==> src/rtl/pc_sequencer_if.sv <==
`default_nettype none
// ============================================================================
//  Module   : pc_sequencer_if
//  Purpose  : Bundle of the branch/jump resolution inputs and the fetch-side
//             outputs exchanged between the PC sequencer and its pipeline.
//  Revision : 1.0 - initial release
// ============================================================================
interface pc_sequencer_if #(
  parameter int CNT_W = 16
);
  // Requests arriving from fetch and execute
  logic             if_ready;
  logic             stall;
  logic             br_valid;
  logic             br_taken;
  logic [31:0]      br_pc;
  logic [31:0]      immediate;
  logic             jmp_valid;
  logic [25:0]      jmp_target;

  // Fetch request and redirect status produced by the sequencer
  logic [31:0]      pc;
  logic             pc_valid;
  logic             flush;
  logic [CNT_W-1:0] redirect_cnt;

  // Sequencer side
  modport master (
    input  if_ready, stall, br_valid, br_taken, br_pc, immediate,
           jmp_valid, jmp_target,
    output pc, pc_valid, flush, redirect_cnt
  );

  // Pipeline side
  modport slave (
    output if_ready, stall, br_valid, br_taken, br_pc, immediate,
           jmp_valid, jmp_target,
    input  pc, pc_valid, flush, redirect_cnt
  );
endinterface
`default_nettype wire

==> src/rtl/pc_sequencer.sv <==
`default_nettype none
// ============================================================================
//  Module   : pc_sequencer
//  Purpose  : Fetch PC generator. Advances the PC sequentially, redirects on
//             taken branches and jumps (jump has priority), inserts a single
//             flush bubble per redirect and counts redirects (saturating).
//  Revision : 1.0 - initial release
// ============================================================================
module pc_sequencer #(
  parameter logic [31:0] RESET_PC = 32'h0000_0000,
  parameter int          CNT_W    = 16
) (
  input  wire logic         clk,
  input  wire logic         reset,
  pc_sequencer_if.master    bus
);

  typedef enum logic [1:0] {
    S_INIT   = 2'd0,
    S_RUN    = 2'd1,
    S_BUBBLE = 2'd2
  } state_t;

  state_t           state_q, state_d;
  logic [31:0]      pc_q, pc_d;
  logic             flush_q, flush_d;
  logic [CNT_W-1:0] cnt_q, cnt_d;

  logic [31:0]      w_pc_plus4;
  logic [31:0]      w_br_target;
  logic [31:0]      w_jmp_target;
  logic [31:0]      w_target;
  logic             w_redirect;
  logic [CNT_W-1:0] w_cnt_next;

  // Redirect target selection; the jump wins over a simultaneous taken branch
  always_comb begin
    w_pc_plus4   = bus.br_pc + 32'd4;
    // Word offset scaled to bytes; the top two offset bits shift out.
    w_br_target  = (w_pc_plus4 + (bus.immediate << 2)) & 32'hFFFF_FFFC;
    w_jmp_target = {w_pc_plus4[31:28], bus.jmp_target, 2'b00};
    w_redirect   = bus.jmp_valid | (bus.br_valid & bus.br_taken);
    w_target     = bus.jmp_valid ? w_jmp_target : w_br_target;
    w_cnt_next   = (&cnt_q) ? cnt_q : cnt_q + {{(CNT_W-1){1'b0}}, 1'b1};
  end

  // Next-state logic: INIT waits one cycle, RUN advances or redirects,
  // BUBBLE holds for one cycle per redirect
  always_comb begin
    state_d = state_q;
    pc_d    = pc_q;
    flush_d = 1'b0;
    cnt_d   = cnt_q;
    case (state_q)
      S_INIT: begin
        state_d = S_RUN;
      end
      S_RUN: begin
        if (w_redirect) begin
          pc_d    = w_target;
          state_d = S_BUBBLE;
          flush_d = 1'b1;
          cnt_d   = w_cnt_next;
        end else if (bus.if_ready && !bus.stall) begin
          pc_d = pc_q + 32'd4;
        end
      end
      S_BUBBLE: begin
        if (w_redirect) begin
          pc_d    = w_target;
          flush_d = 1'b1;
          cnt_d   = w_cnt_next;
        end else begin
          state_d = S_RUN;
        end
      end
      default: begin
        state_d = S_INIT;
      end
    endcase
  end

  // State registers with synchronous reset overriding every request
  always_ff @(posedge clk) begin
    if (reset) begin
      state_q <= S_INIT;
      pc_q    <= {RESET_PC[31:2], 2'b00};
      flush_q <= 1'b0;
      cnt_q   <= '0;
    end else begin
      state_q <= state_d;
      pc_q    <= pc_d;
      flush_q <= flush_d;
      cnt_q   <= cnt_d;
    end
  end

  // Outputs; the fetch request is valid only while running
  always_comb begin
    bus.pc           = pc_q;
    bus.pc_valid     = (state_q == S_RUN);
    bus.flush        = flush_q;
    bus.redirect_cnt = cnt_q;
  end

endmodule
`default_nettype wire

==> src/flat_wrapper.sv <==
// flat-port wrapper written by rule: the top's interface ports become plain ports
module pc_sequencer_flat 
#(
  parameter logic [31:0] RESET_PC = 32'h0000_0000,
  parameter int          CNT_W    = 16
)
  (clk, reset, bus_if_ready, bus_stall, bus_br_valid, bus_br_taken, bus_br_pc, bus_immediate, bus_jmp_valid, bus_jmp_target, bus_pc, bus_pc_valid, bus_flush, bus_redirect_cnt);
  pc_sequencer_if #(.CNT_W(CNT_W)) bus_i ();
  input  wire logic clk;
  input  wire logic reset;
  input wire logic [$bits(bus_i.if_ready)-1:0] bus_if_ready;
  input wire logic [$bits(bus_i.stall)-1:0] bus_stall;
  input wire logic [$bits(bus_i.br_valid)-1:0] bus_br_valid;
  input wire logic [$bits(bus_i.br_taken)-1:0] bus_br_taken;
  input wire logic [$bits(bus_i.br_pc)-1:0] bus_br_pc;
  input wire logic [$bits(bus_i.immediate)-1:0] bus_immediate;
  input wire logic [$bits(bus_i.jmp_valid)-1:0] bus_jmp_valid;
  input wire logic [$bits(bus_i.jmp_target)-1:0] bus_jmp_target;
  output wire logic [$bits(bus_i.pc)-1:0] bus_pc;
  output wire logic [$bits(bus_i.pc_valid)-1:0] bus_pc_valid;
  output wire logic [$bits(bus_i.flush)-1:0] bus_flush;
  output wire logic [$bits(bus_i.redirect_cnt)-1:0] bus_redirect_cnt;
  assign bus_i.if_ready = bus_if_ready;
  assign bus_i.stall = bus_stall;
  assign bus_i.br_valid = bus_br_valid;
  assign bus_i.br_taken = bus_br_taken;
  assign bus_i.br_pc = bus_br_pc;
  assign bus_i.immediate = bus_immediate;
  assign bus_i.jmp_valid = bus_jmp_valid;
  assign bus_i.jmp_target = bus_jmp_target;
  assign bus_pc = bus_i.pc;
  assign bus_pc_valid = bus_i.pc_valid;
  assign bus_flush = bus_i.flush;
  assign bus_redirect_cnt = bus_i.redirect_cnt;
  pc_sequencer #(.RESET_PC(RESET_PC), .CNT_W(CNT_W)) u_core (.clk(clk), .reset(reset), .bus(bus_i));
endmodule
==> config.mk <==
export PLATFORM = sky130hd
export DESIGN_NAME = pc_sequencer_flat
export DESIGN_NICKNAME = d
export VERILOG_FILES = /design/src/rtl/pc_sequencer_if.sv /design/src/rtl/pc_sequencer.sv /design/src/flat_wrapper.sv
export SDC_FILE = /design/constraint.sdc
export NUM_CORES = 1
export LEC_CHECK = 0
export ABC_AREA = 0
export BUFFER_PORTS_ARGS = -buffer_cell sky130_fd_sc_hd__buf_4
export CORE_MARGIN = 4
export CORE_UTILIZATION = 53
export DETAILED_ROUTE_END_ITERATION = 8
export PLACE_DENSITY = 0.89
export SETUP_SLACK_MARGIN = 0.5
export SLEW_MARGIN = 5
export SYNTH_ARGS = -nofsm -noshare
export SYNTH_HDL_FRONTEND = slang
export SYNTH_SLANG_ARGS = --single-unit
export TNS_END_PERCENT = 5
==> constraint.sdc <==
create_clock -name clk -period 5 [get_ports clk]
set_input_delay 1.25 -clock clk [delete_from_list [all_inputs] [get_ports clk]]
set_output_delay 1.25 -clock clk [all_outputs]
set_load 0.02 [all_outputs]
==> impl_metrics.csv <==
group,metric,value,unit
worst_setup_path,worstPathRequired,5.24,ns
synth,syn_inst,686,
power_and_ir_drop,pwr-share-comb,52.2,%
synth,synth_cell_types,69,
synth,synth_edf_count,0,
final_layout,fillers,767,
placed_design,place_worst_setup_slack,0.148,ns
synth,synth_area,4970,sq um
clock_network,cts_sinks,49,
sta,period_share,87.9,%
final_layout,diodes,0,
worst_setup_path,path_class,"primary input to flop",
detailed_routing,drt-total-wl,15400,um
synth,synth-simple-area-share,27.2,%
clock_network,cts-root-buf,"clkbuf_8",
synth,yosysTopAreaCellShare,19.7,%
clock_network,insertion_delay,0.30,ns
power_and_ir_drop,p_clk_share,14.1,%
worst_setup_path,path_max_fanout,7,
global_route,grt_max_degree,51,
power_and_ir_drop,power_frac_seq,33.6,%
sta,rsz0062_at_grt,"yes",
synth,synth_commonest_cells,"nor2_1 (78), a21oi_1 (74), nand2_1 (60)",
placed_design,port_buffers,140,
min_path,hp-class,"flop to flop",
worst_setup_path,end_kind,"flop",
sta,worstMarginPinSlew,0.883,ns
synth,synth_xor_area_share,10.5,%
clock_network,cts_buffer_depth,2,
worst_setup_path,start_kind,"primary input",
global_route,grt_use_total,26.9,%
placed_design,place.gp.congestion,0.980,
floorplanning,start_util,54.1,%
synth,synth-compound-area-share,26.4,%
final_layout,drive_gt1_share,21.0,%
clock_network,numCtsBuffers,5,
sta,fin_skew,0.0113,ns
detailed_routing,drc,0,
sta,fin_ws,0.605,ns
synth,ys_ff_latch,49,
synth,syn_avg_cell_area,7.25,sq um
synth,yosys_warnings,0,
synth,synthAdderAreaFrac,10.7,%
worst_setup_path,critPathSlowestCell,"a221o_1",
floorplanning,die_area,11000,sq um
floorplanning,coreArea,9200,sq um
detailed_routing,wire_per_inst,16.7,um
synth,synthMuxAreaShare,2.04,%
final_layout,synthToLayoutAreaGrowth,24.6,%
worst_setup_path,max_stage_delay,0.36,ns
detailed_routing,drtAntennaViolNets,0,
floorplanning,fp-row-count,35,
global_route,antenna_found_initial,0,
clock_network,cts_tree,"built",
sta,relSlewSlack,40.9,%
clock_network,htreeDepth,2,
sta,max_freq,228,MHz
detailed_routing,vias,5772,
power_and_ir_drop,fin_total_pwr,1.57,mW
power_and_ir_drop,p_sw,685,uW
clock_network,clkSlewWorstSetupHoldPaths,0.09,ns
synth,synth-main-ff-cell,"dfxtp_1",
power_and_ir_drop,power_density,254,nW/um^2
synth,async_flop_share,0,%
run,max_cap_viol_count,0,
synth,synth_most_common_cell,"nor2_1",
floorplanning,die_y,105,um
sta,finalSetupTns,0,ns
floorplanning,io_pins,147,
power_and_ir_drop,ir_drop,0.132,mV
power_and_ir_drop,p_sw_share,43.5,%
final_layout,nNetsFinal,951,
floorplanning,die_w,105,um
detailed_routing,drt_iter0_drc,525,
synth,yosysSeqAreaShare,19.7,%
detailed_routing,vias_per_cell,6.26,
global_route,grt_pass1_vias,5381,
synth,synth_top_cell_by_area,"dfxtp_1",
min_path,holdPathStages,2,
sta,setup_viol,0,
run_status,outcome,"complete, no violations",
synth,synth_top_family_by_area,"simple AND/OR/NAND/NOR gates",
global_route,grt_pass1_wl,25100,um
power_and_ir_drop,p_leak,2.66,nW
power_and_ir_drop,p_int,888,uW
global_route,overflow,0,
sta,hold_viol,0,
synth,synth_area_leaders,"dfxtp_1 (20%), ha_1 (10%), a21oi_1 (7.4%), xnor2_1 (7.0%), nor2_1 (5.9%)",
worst_setup_path,worst-r2r-cell-count,9,
placed_design,dpl.hpwl,12000,um
worst_setup_path,crit_chain,"buf_4, and4_1, and3_1, and4_4, nand2_1, nor2_2, nand3_1, xnor2_1, ha_2, a21o_1, a21o_1, a221o_1, o211ai_1, buf_4, mux2i_1, mux2i_1, a21oi_1",
worst_setup_path,critPathArrivalTime,4.64,ns
sta,drv_slew,0,
detailed_routing,dr.pass1.iters,5,
sta,finalCriticalPeriod,4.39,ns
==> registers in the layout (all words and copies together), names as in the netlist <==
register	count
u_core.bus.flush	1
u_core.bus.pc	30
u_core.bus.redirect_cnt	16
u_core.state_q	2
==> area by class of cell <==
class	instances	area (sq um)	area share, %
clock inverter	1	5.00	0.0808
timing repair buffer	146	1100	17.7
sequential	49	981	15.8
clock buffer	5	68.8	1.11
inverter	12	45.0	0.727
tap	111	139	2.24
multi-input combinational	598	3860	62.3
==> critical path: cells and delay by family <==
kind,cells,cell delay [ns]
AOI/OAI and AO/OA,5,1.19
and+or+nand+nor,6,1.11
adders and majority gates,1,0.34
muxes,2,0.31
buffers and inverters,2,0.29
xor gates and xnor gates,1,0.15
==> path summary, 6_finish.rpt <==
kind                                                  from                         end  slack, ns
worst max-delay path                         bus_br_pc[12]           u_core.bus.pc[29]       0.61
worst min-delay path                      u_core.bus.pc[3]            u_core.bus.pc[3]       0.51
worst max register to register  u_core.bus.redirect_cnt[3]  u_core.bus.redirect_cnt[7]       2.39
worst min register to register            u_core.bus.pc[3]            u_core.bus.pc[3]       0.51
==> layout by cell type (no fill, tap or decap), types with 7 or more instances in the layout <==
| master | synthesis | final |
|---|---|---|
| a21o_1 | 15 | 15 |
| dfxtp_1 | 49 | 49 |
| nor3_1 | 20 | 20 |
| a21oi_1 | 74 | 73 |
| xor2_1 | 18 | 18 |
| nor2_1 | 78 | 77 |
| mux2i_1 | 9 | 9 |
| buf_4 | 2 | 146 |
| o21ai_0 | 42 | 42 |
| and3_1 | 20 | 20 |
| o21a_1 | 7 | 7 |
| nand2_1 | 60 | 60 |
| xnor2_1 | 40 | 40 |
| nand3_1 | 35 | 35 |
| ha_1 | 41 | 40 |
| a31oi_1 | 7 | 7 |
| o21ai_1 | 8 | 8 |
| nand4_1 | 19 | 19 |
| inv_1 | 12 | 12 |
==> cell families (layout without fill, tap and decap cells) <==
group	Yosys count	count (layout)
AOI/OAI and AO/OA	209	209
xor gates and xnor gates	59	59
adders and majority gates	42	42
buffers and inverters	40	164
DFF	49	49
muxes	10	10
other	1	2
and+or+nand+nor	276	276
==> through the flow <==
stage | util [%] | hold WS (ns) | area [sq um] | instances
after floorplan | - | 0.487 | 4980 | 687
after global placement | 66.2 | 0.484 | 6090 | 915
after detailed placement | 66.2 | 0.492 | 6090 | 915
after CTS | 67.1 | 0.505 | 6170 | 922
after global routing | 67.3 | 0.527 | 6190 | 922
final | 67.3 | 0.506 | 6190 | 922
==> power by group through the flow <==
stage,clock [mW],sequential [mW],combinational [mW]
final,0.222,0.529,0.822
after global routing,0.243,0.540,0.896
after CTS,0.227,0.527,0.805
after detailed placement,0,0.536,0.801
after global placement,0,0.531,0.777
after floorplan,0,0.585,0.447
==> per-layer routing <==
metal	routed length [um]	up-vias	GRT usage [%]	part of all wire (%)
li1	-	2771	-	-
met1	6380	2637	35.1	42
met2	7230	310	44.9	47
met3	1270	54	4.69	8.3
met4	476	0	8.62	3.1
met5	0	-	0	0
==> timing repair <==
| action | in CTS | in global routing |
|---|---|---|
| endpoints found under the setup margin | 1 | 8 |
| gates resized for setup | 1 | 7 |
| setup buffers | 1 | 0 |
| pin swaps | 1 | 1 |
| hold buffers | 0 | 0 |
| cloned | 0 | 0 |
No activity file was read; power rests on OpenSTA's default activity.
